--- config.mk ---
export PLATFORM = sky130hd
export DESIGN_NAME = sp_ram_burst_ctrl
export DESIGN_NICKNAME = d
export VERILOG_FILES = /design/src/rtl/sp_ram_burst_ctrl.sv
export SDC_FILE = /design/constraint.sdc
export NUM_CORES = 1
export LEC_CHECK = 0
export CELL_PAD_IN_SITES_DETAIL_PLACEMENT = 0
export CELL_PAD_IN_SITES_GLOBAL_PLACEMENT = 1
export CORE_MARGIN = 1
export CORE_UTILIZATION = 30
export DETAILED_ROUTE_END_ITERATION = 6
export PLACE_DENSITY = 0.87
export REMOVE_ABC_BUFFERS = 1
export SLEW_MARGIN = 30
export SYNTH_ARGS = -nofsm -noshare
export SYNTH_HDL_FRONTEND = slang
export SYNTH_SLANG_ARGS = --single-unit
--- constraint.sdc ---
create_clock -name clk -period 1.85 [get_ports clk]
set_input_delay 0.37 -clock clk [delete_from_list [all_inputs] [get_ports clk]]
set_output_delay 0.37 -clock clk [all_outputs]
set_load 0.1 [all_outputs]
--- src/rtl/sp_ram_burst_ctrl.sv ---
`default_nettype none
// ============================================================================
// Module   : sp_ram_burst_ctrl
// Brief    : Initiator-side burst controller moving valid/ready beats to/from sp_ram.
// Revision : 1.0 - initial release
// ============================================================================
module sp_ram_burst_ctrl #(
    parameter int DATA_WIDTH = 8,
    parameter int ADDR_WIDTH = 4,
    parameter int LEN_WIDTH  = ADDR_WIDTH + 1
) (
    input  logic                  clk,
    input  logic                  rst_n,
    input  logic                  cmd_valid,
    output logic                  cmd_ready,
    input  logic                  cmd_write,
    input  logic [ADDR_WIDTH-1:0] cmd_addr,
    input  logic [LEN_WIDTH-1:0]  cmd_len,
    input  logic                  wr_valid,
    output logic                  wr_ready,
    input  logic [DATA_WIDTH-1:0] wr_data,
    output logic                  rd_valid,
    input  logic                  rd_ready,
    output logic [DATA_WIDTH-1:0] rd_data,
    output logic                  busy,
    output logic                  done,
    output logic                  ram_en,
    output logic [ADDR_WIDTH-1:0] ram_addr,
    output logic [DATA_WIDTH-1:0] ram_din,
    input  logic [DATA_WIDTH-1:0] ram_dout
);

    typedef enum logic [2:0] {
        IDLE  = 3'd0,
        WRITE = 3'd1,
        READ  = 3'd2,
        DRAIN = 3'd3,
        DONE  = 3'd4
    } state_t;

    localparam logic [ADDR_WIDTH-1:0] c_ADDR_ONE = 1;
    localparam logic [LEN_WIDTH-1:0]  c_LEN_ONE  = 1;

    state_t                r_state;
    logic [ADDR_WIDTH-1:0] r_cur_addr;
    logic [LEN_WIDTH-1:0]  r_beats_left;
    logic [DATA_WIDTH-1:0] r_rd_data;
    logic                  r_rd_valid;

    logic w_last_beat;
    logic w_rd_load;

    assign w_last_beat = (r_beats_left == c_LEN_ONE);
    // The output register refills whenever it is empty or being consumed this cycle.
    assign w_rd_load   = !r_rd_valid || rd_ready;

    assign cmd_ready = (r_state == IDLE);
    assign busy      = (r_state != IDLE);
    assign done      = (r_state == DONE);
    assign wr_ready  = (r_state == WRITE);
    // rst_n gates the strobe so a write beat coinciding with reset never lands.
    assign ram_en    = wr_valid && rst_n && (r_state == WRITE);
    assign ram_addr  = r_cur_addr;
    assign ram_din   = wr_data;
    assign rd_valid  = r_rd_valid;
    assign rd_data   = r_rd_data;

    always_ff @(posedge clk) begin
        if (!rst_n) begin
            r_state      <= IDLE;
            r_cur_addr   <= '0;
            r_beats_left <= '0;
            r_rd_data    <= '0;
            r_rd_valid   <= 1'b0;
        end else begin
            case (r_state)
                IDLE: begin
                    if (cmd_valid) begin
                        r_cur_addr   <= cmd_addr;
                        r_beats_left <= cmd_len;
                        if (cmd_len == '0) begin
                            r_state <= DONE;
                        end else if (cmd_write) begin
                            r_state <= WRITE;
                        end else begin
                            r_state <= READ;
                        end
                    end
                end
                WRITE: begin
                    if (wr_valid) begin
                        r_cur_addr   <= r_cur_addr + c_ADDR_ONE;
                        r_beats_left <= r_beats_left - c_LEN_ONE;
                        if (w_last_beat) begin
                            r_state <= DONE;
                        end
                    end
                end
                READ: begin
                    if (w_rd_load) begin
                        r_rd_data    <= ram_dout;
                        r_rd_valid   <= 1'b1;
                        r_cur_addr   <= r_cur_addr + c_ADDR_ONE;
                        r_beats_left <= r_beats_left - c_LEN_ONE;
                        if (w_last_beat) begin
                            r_state <= DRAIN;
                        end
                    end
                end
                DRAIN: begin
                    if (rd_ready) begin
                        r_rd_valid <= 1'b0;
                        r_state    <= DONE;
                    end
                end
                DONE: begin
                    r_state <= IDLE;
                end
                default: begin
                    r_state <= IDLE;
                end
            endcase
        end
    end

endmodule
`default_nettype wire

* Yosys cells after proc, flatten, opt, wreduce, memory -nomap -nowiden
Cells that the tools add are included.
** Operators by class
- Eq/ne operators :: 11
- $add $sub $neg :: 2
- Muxes and demuxes :: 20
- Reductions and logical operators :: 13
** Operators by type and width (count)
- $mux 3 :: 7
- $mux 5 :: 3
- $pmux 5 s3 :: 1
- $mux 4 :: 3
- $pmux 3 s4 :: 1
- $pmux 4 s3 :: 1
- $ne 2x2->1 const B :: 5
- $eq 3x2->1 const B :: 2
- $reduce_and 6->1 :: 1
- $reduce_bool 3->1 :: 2
- $eq 5x1->1 const B :: 1
- $logic_not 5->1 :: 1
- $sub 5x1->5 const B :: 1
- $add 4x1->4 const B :: 1
- $reduce_and 4->1 :: 1
- $eq 3x1->1 const B :: 1
- $eq 3x3->1 const B :: 1
- $logic_not 3->1 :: 1
- $reduce_and 3->1 :: 1
- $logic_and 1x1->1 :: 2
- $mux 1 :: 2
- $mux 2 :: 1
- $ne 2x1->1 const B :: 1
- $pmux 1 s2 :: 1
- 4 further kinds :: 4
** Word-level totals
- Flip-flop bits (word level) :: 21
- Output and inout port bits :: 26
- Word-level logic and storage cells :: 51
- Input bits :: 31

* Depth between registers and ports, before layout
Gate-level depths: netlist of the first run.
- Depth after elaboration :: 4
- Gate-level depth with buffers :: 6
- Gate-level depth less buffers :: 6

* Worst setup path before layout of the first run
Ideal clock, no wire load.
- Path kind :: register to output
- From :: register r_state[2]
- To :: output port done
- Cell stages (with the launch flop) :: 3
- Data required time :: 1.480 ns
- Slack :: -1.223 ns
- Arrival :: 2.703 ns
- Cells stage by stage :: dfxtp_1 inv_1 nor3_1
** On the way
- Longest elaborated chain between the ends :: 1
** RTL lines
- start, declared :: RTL line 44 : state_t r_state;
- start signal, assigned :: RTL line 70 : r_state <= IDLE;
- start signal, assigned :: RTL line 82 : r_state <= DONE;
- start signal, assigned :: RTL line 84 : r_state <= WRITE;
- $eq 3x3->1 :: RTL line 59 : assign done = (r_state == DONE);
- end, declared :: RTL line 26 : output logic done,
No other way between the ends.

* Worst setup path in the final report of the first run
- From :: input port wr_valid
- To :: output port ram_en
** On the way
- Longest elaborated chain between the ends :: 2
** RTL lines
- start, declared :: RTL line 19 : input logic wr_valid,
- $logic_and 1x1->1 (2 in series) :: RTL line 62 : assign ram_en = wr_valid && rst_n && (r_state == WRITE);
- end, declared :: RTL line 27 : output logic ram_en,
No other way between the ends.

==> out/qor.txt, run 1 <==
postcts setup bufs -> 0
Reg power frac -> 0.307
Max clock buf depth -> 2
Critical Path RT -> 1480 ps
CTS tree -> built
critical path cell sequence -> clkdlybuf4s50_1, nand3b_2, nor2_2, buf_12
Post-DRT Antenna Nets -> 0
die width -> 68.3 um
Yosys cell types -> 41
Worst setup SP type -> input pin
run status -> completed
post-DR vias/cell -> 4.99
Post-synth EDFFs -> 0
CP arrival -> 1350 ps
first-pass GRT wire length -> 4800 um
unrepaired setup endpoints after global routing -> false
Nets -> 221
CP max-delay cell -> clkdlybuf4s50_1
diode count -> 0
Post-Syn Area per Cell -> 8.80 sq um
Power Internal -> 1100 uW
Hold Fails Final Rpt -> 0
Max Used Layer -> met4
Synth area leaders -> dfxtp_1 (32%), mux2i_1 (9.9%), nor2b_1 (6.2%), buf_4 (4.5%), nand2_1 (3.7%)
clk sinks -> 21
Ys Warns -> 0
fraction of registers with async set/reset -> 0
cell family with most CP delay -> buffers and inverters
die area -> 0.00467 sq mm
Comb pwr share -> 0.541
DR iter-0 viols -> 54
Slew HR -> 0.609
proportion of layout cells with a drive suffix above 1 -> 0.226
Detailed Place HPWL -> 2330 um
peak supply drop -> 343 uV
grt total ovfl -> 0
Total Neg Setup Slack -> 0 ps
worst hold path type -> reg -> reg
met2 wire length -> 1410 um
max incr delay on CP -> 510 ps
I/O Pins -> 57
Clock Skews -> 4.73 ps
NetSw -> 897 uW
maximum net fanout on the critical path -> 3
Seq/Total Area, Yosys -> 0.318
final wirelength -> 3070 um
hold slack -> 505 ps
fmax -> 581 MHz
clk_lat worst skew -> 260 ps
minimum clock period -> 1720 ps
Final Util -> 0.461
DR WL met3 -> 217 um
period utilization -> 0.931
Synth Flop Type -> dfxtp_1
max-cap viol count -> 0
# rows -> 23
path type of the worst setup path -> in -> out
P_leak -> 0.000772 uW
Area Overhead vs Synth -> 43.7%
Clock Pin Slew Worst Setup and Hold Paths -> 80 ps
DR DRC count -> 0
count leader, synth -> dfxtp_1
via count -> 1177
top cells by count, synth -> dfxtp_1 (21), mux2i_1 (13), nand2_1 (13), nor2b_1 (13)
Pwr Density -> 1050 mW/mm^2
port buffer count -> 40
crit path capture type -> output pin
setup violators final -> 0
hold bufs inserted after CTS -> 0
worst setup margin -> 128 ps
CP Buf/Inv Count -> 2
CTS Buf Count -> 3
post-synthesis cell count -> 150
Tot GR Track Use -> 0.140
Clock Power Share -> 0.152
RD Place Congestion -> 0.800
top cell type's share of synthesized area -> 0.318
H-tree depth -> 1
Synth Cell Area -> 0.00132 sq mm
Initial Utilization -> 0.321
WL met1 -> 1370 um
First-pass DRT Iterations -> 4
post-route cell area -> 0.00190 sq mm
DR WL/cell -> 13.0 um
Core Area -> 0.00412 sq mm
Yosys top cell by area -> dfxtp_1
root buffer cell -> clkbuf_8
Max Transition Viols Final -> 0
initial antenna violation count -> 0
flops & latches, synth -> 21
Least-Margin Pin Slew -> 584 ps
Placed Area -> 0.00184 sq mm
vias in the first global route -> 1064
pin count of the biggest net entering global routing -> 21
die height -> 68.3 um
Setup WS pre-CTS -> -107 ps
switch share -> 0.450
==> worst reg2reg max path, stage by stage, from the launching register on <==
cell	delay, ps
dfxtp_1	380
ha_1	160
nor4b_2	350
nand3_1	140
a221o_1	310
a21oi_1	140
==> cell families after synthesis <==
group	Yosys count	share of synthesized area
AOI/OAI and AO/OA	36	0.200
xor gates and xnor gates	1	0.0123
adders and majority gates	3	0.0284
buffers and inverters	23	0.106
DFF	21	0.318
muxes	13	0.0986
and+or+nand+nor	53	0.236
==> state kept, by name (all words and copies together) (netlist names) <==
register      cells
rd_valid          1
r_beats_left      5
rd_data           8
r_state           3
ram_addr          4
==> layout by cell type (no fill, tap or decap), types with 3 or more instances in the layout <==
cell and instances:
a211oi_1 4, buf_12 13, buf_4 12, clkbuf_8 3
clkdlybuf4s50_1 22, dfxtp_1 19, ha_1 3, inv_1 7
mux2i_1 13, nand2_1 13, nand2b_1 3, nand3_1 3
nor2_1 6, nor2b_1 13, o211ai_1 5, o21ai_0 6
o21ai_1 4, o22ai_1 3
==> routing by layer <==
metal  vias to the layer above  global-route usage
li1                        598                   -
met1                       523               0.171
met2                        51               0.224
met3                         5              0.0317
met4                         0              0.0781
met5                         -                   0
==> final timing paths <==
path / start / to / slack, ps / cells after the start
setup reg to reg: r_beats_left[0] / r_state[1] / 290 / 5
hold / removal: r_beats_left[1] / r_beats_left[1] / 500 / 2
hold reg to reg: r_beats_left[1] / r_beats_left[1] / 500 / 2
setup / recovery: wr_valid / ram_en / 130 / 4
==> final cells by class <==
cell class                 count  area [sq um]
fill                         419          2220
multi-input combinational    106           764
timing repair buffer          47           571
sequential                    21           423
tap                           50          62.6
clock buffer                   3          41.3
inverter                       8          30.0
clock inverter                 1          5.00
==> through the flow <==
stage / power (uW) / cells
floorplan: 1330 / 135
global placement: 1700 / 232
detailed placement: 1700 / 232
CTS: 2010 / 236
global route: 2100 / 236
finish: 1990 / 236
==> power by group through the flow <==
| stage | Combinational [uW] | Clock, uW | Sequential [uW] |
|---|---|---|---|
| after floorplan | 496 | 0 | 837 |
| after global placement | 1080 | 0 | 620 |
| after detailed placement | 1080 | 0 | 623 |
| after CTS | 1080 | 314 | 612 |
| after global routing | 1140 | 334 | 628 |
| final | 1080 | 303 | 613 |
==> what timing repair did <==
action,CTS,global route
gates resized for setup,1,3
cloned,0,0
setup endpoints to repair,2,3
pin swaps,0,0
No activity file was read; power rests on OpenSTA's default activity.
==> run 2, diff against run 1 <==
--- a/config.mk
+++ b/config.mk
@@ -10,7 +10,7 @@
 export CORE_MARGIN = 1
 export CORE_UTILIZATION = 30
 export DETAILED_ROUTE_END_ITERATION = 6
-export PLACE_DENSITY = 0.87
+export PLACE_DENSITY_LB_ADDON = 0.3
 export REMOVE_ABC_BUFFERS = 1
 export SLEW_MARGIN = 30
 export SYNTH_ARGS = -nofsm -noshare
==> out/qor.txt, run 2 (same netlist as run 1, synthesis figures left out) <==
DR iter-0 viols -> 80
die area -> 0.00467 sq mm
Reg power frac -> 0.305
max-cap viol count -> 0
Area Overhead vs Synth -> 46.0%
run status -> completed
switch share -> 0.452
pin count of the biggest net entering global routing -> 21
Post-DRT Antenna Nets -> 0
H-tree depth -> 1
Hold Fails Final Rpt -> 0
I/O Pins -> 57
Nets -> 219
clk sinks -> 21
Clock Power Share -> 0.154
DR WL/cell -> 14.3 um
Post-Layout Cell Count -> 234
Max clock buf depth -> 2
first-pass GRT wire length -> 5310 um
diode count -> 0
Detailed Place HPWL -> 2620 um
hold bufs inserted after CTS -> 0
Power Internal -> 1110 uW
CTS Buf Count -> 3
vias in the first global route -> 1216
First-pass DRT Iterations -> 5
period utilization -> 0.951
proportion of layout cells with a drive suffix above 1 -> 0.207
RD Place Congestion -> 0.872
die height -> 68.3 um
dpl cells -> 230
worst hold path type -> reg -> reg
CTS tree -> built
Pwr Density -> 1050 mW/mm^2
final wirelength -> 3340 um
most frequent cells in the layout -> clkdlybuf4s50_1 (22), dfxtp_1 (19), buf_12 (17)
Clock Pin Slew Worst Setup and Hold Paths -> 80 ps
unrepaired setup endpoints after global routing -> false
initial antenna violation count -> 0
Max Transition Viols Final -> 0
Core Area -> 0.00412 sq mm
setup violators final -> 0
maximum net fanout on the critical path -> 3
via count -> 1205
CP arrival -> 1390 ps
path type of the worst setup path -> in -> out
post-DR vias/cell -> 5.15
root buffer cell -> clkbuf_8
Slew HR -> 0.610
Least-Margin Pin Slew -> 583 ps
Worst setup SP type -> input pin
peak supply drop -> 676 uV
Initial Utilization -> 0.321
P_leak -> 0.000773 uW
most common cell after layout, fill and taps aside -> clkdlybuf4s50_1
die width -> 68.3 um
Final Util -> 0.468
NetSw -> 916 uW
Tot GR Track Use -> 0.153
crit path capture type -> output pin
minimum clock period -> 1760 ps
Clock Skews -> 2.09 ps
Comb pwr share -> 0.541
Critical Path RT -> 1480 ps
fmax -> 569 MHz
grt total ovfl -> 0
DR DRC count -> 0
hold slack -> 501 ps
# rows -> 23
port buffer count -> 40
R2R setup slack -> 260 ps
clk_lat worst skew -> 260 ps
max FFs per register -> 8
-- run 2: cell count changes in the layout (fill, tap and decap cells not counted) --
cell    change
buf_12      +4
buf_4       -6
nor2_1      +2
nor2_2      -2
-- run 2: metrics by stage --
| step | cell area [sq um] | TNS [ps] | setup slack (ps) | power [uW] |
|---|---|---|---|---|
| after floorplan | 1210 | -3580 | -1420 | 1330 |
| after detailed placement | 1880 | -564 | -132 | 1720 |
| after global routing | 1930 | 0 | 16.4 | 2140 |
| after global placement | 1880 | -363 | -78.0 | 1710 |
| after CTS | 1930 | 0 | 16.4 | 2040 |
| final | 1930 | 0 | 91.0 | 2030 |
-- run 2: worst max-delay path, stage by stage --
cell and delay, ps:
clkdlybuf4s50_1 490, nand3b_2 110, nor2_1 210, buf_12 210
-- run 2: area by class of cell --
cell class | count | area (sq um)
clock buffers | 3 | 41.3
inverters | 8 | 30.0
well taps | 50 | 62.6
repair buffers | 45 | 606
fillers | 410 | 2190
clock inverters | 1 | 5.00
flip-flops and latches | 21 | 423
multi-input cells | 106 | 759
-- run 2: power by group through the flow --
| stage | clock (uW) | sequential (uW) | combinational (uW) |
|---|---|---|---|
| 2_1_floorplan | 0 | 837 | 496 |
| 3_3_place_gp | 0 | 627 | 1080 |
| 3_5_place_dp | 0 | 628 | 1100 |
| 4_1_cts | 323 | 618 | 1100 |
| 5_1_grt | 343 | 633 | 1160 |
| 6_report | 312 | 619 | 1100 |
-- run 2: per-layer routing --
layer,share of wire,vias to the layer above,track usage
li1,-,602,-
met1,0.43,562,0.181
met2,0.50,37,0.256
met3,0.050,4,0.0567
met4,0.014,0,0.0469
met5,0,-,0
-- run 2: worst paths after layout --
path,from,end,depth (start not counted)
hold / removal,r_beats_left[4],r_beats_left[4],2
hold reg to reg,r_beats_left[4],r_beats_left[4],2
setup / recovery,wr_valid,ram_en,4
setup reg to reg,r_state[0],ram_addr[0],4
-- run 2: repair_timing --
| item | in CTS | in global routing |
|---|---|---|
| endpoints found under the setup margin | 1 | 2 |
| resized for setup | 1 | 1 |
| setup buffers | 0 | 0 |
| endpoints found under the hold margin | 0 | 0 |
| pin swaps | 0 | 0 |
==> run 3, diff against run 2 <==
--- a/config.mk
+++ b/config.mk
@@ -5,6 +5,7 @@
 export SDC_FILE = /design/constraint.sdc
 export NUM_CORES = 1
 export LEC_CHECK = 0
+export CAP_MARGIN = 20
 export CELL_PAD_IN_SITES_DETAIL_PLACEMENT = 0
 export CELL_PAD_IN_SITES_GLOBAL_PLACEMENT = 1
 export CORE_MARGIN = 1
==> results of run 3 <==
Final layout, timing and power as in run 2 (identical DEF).
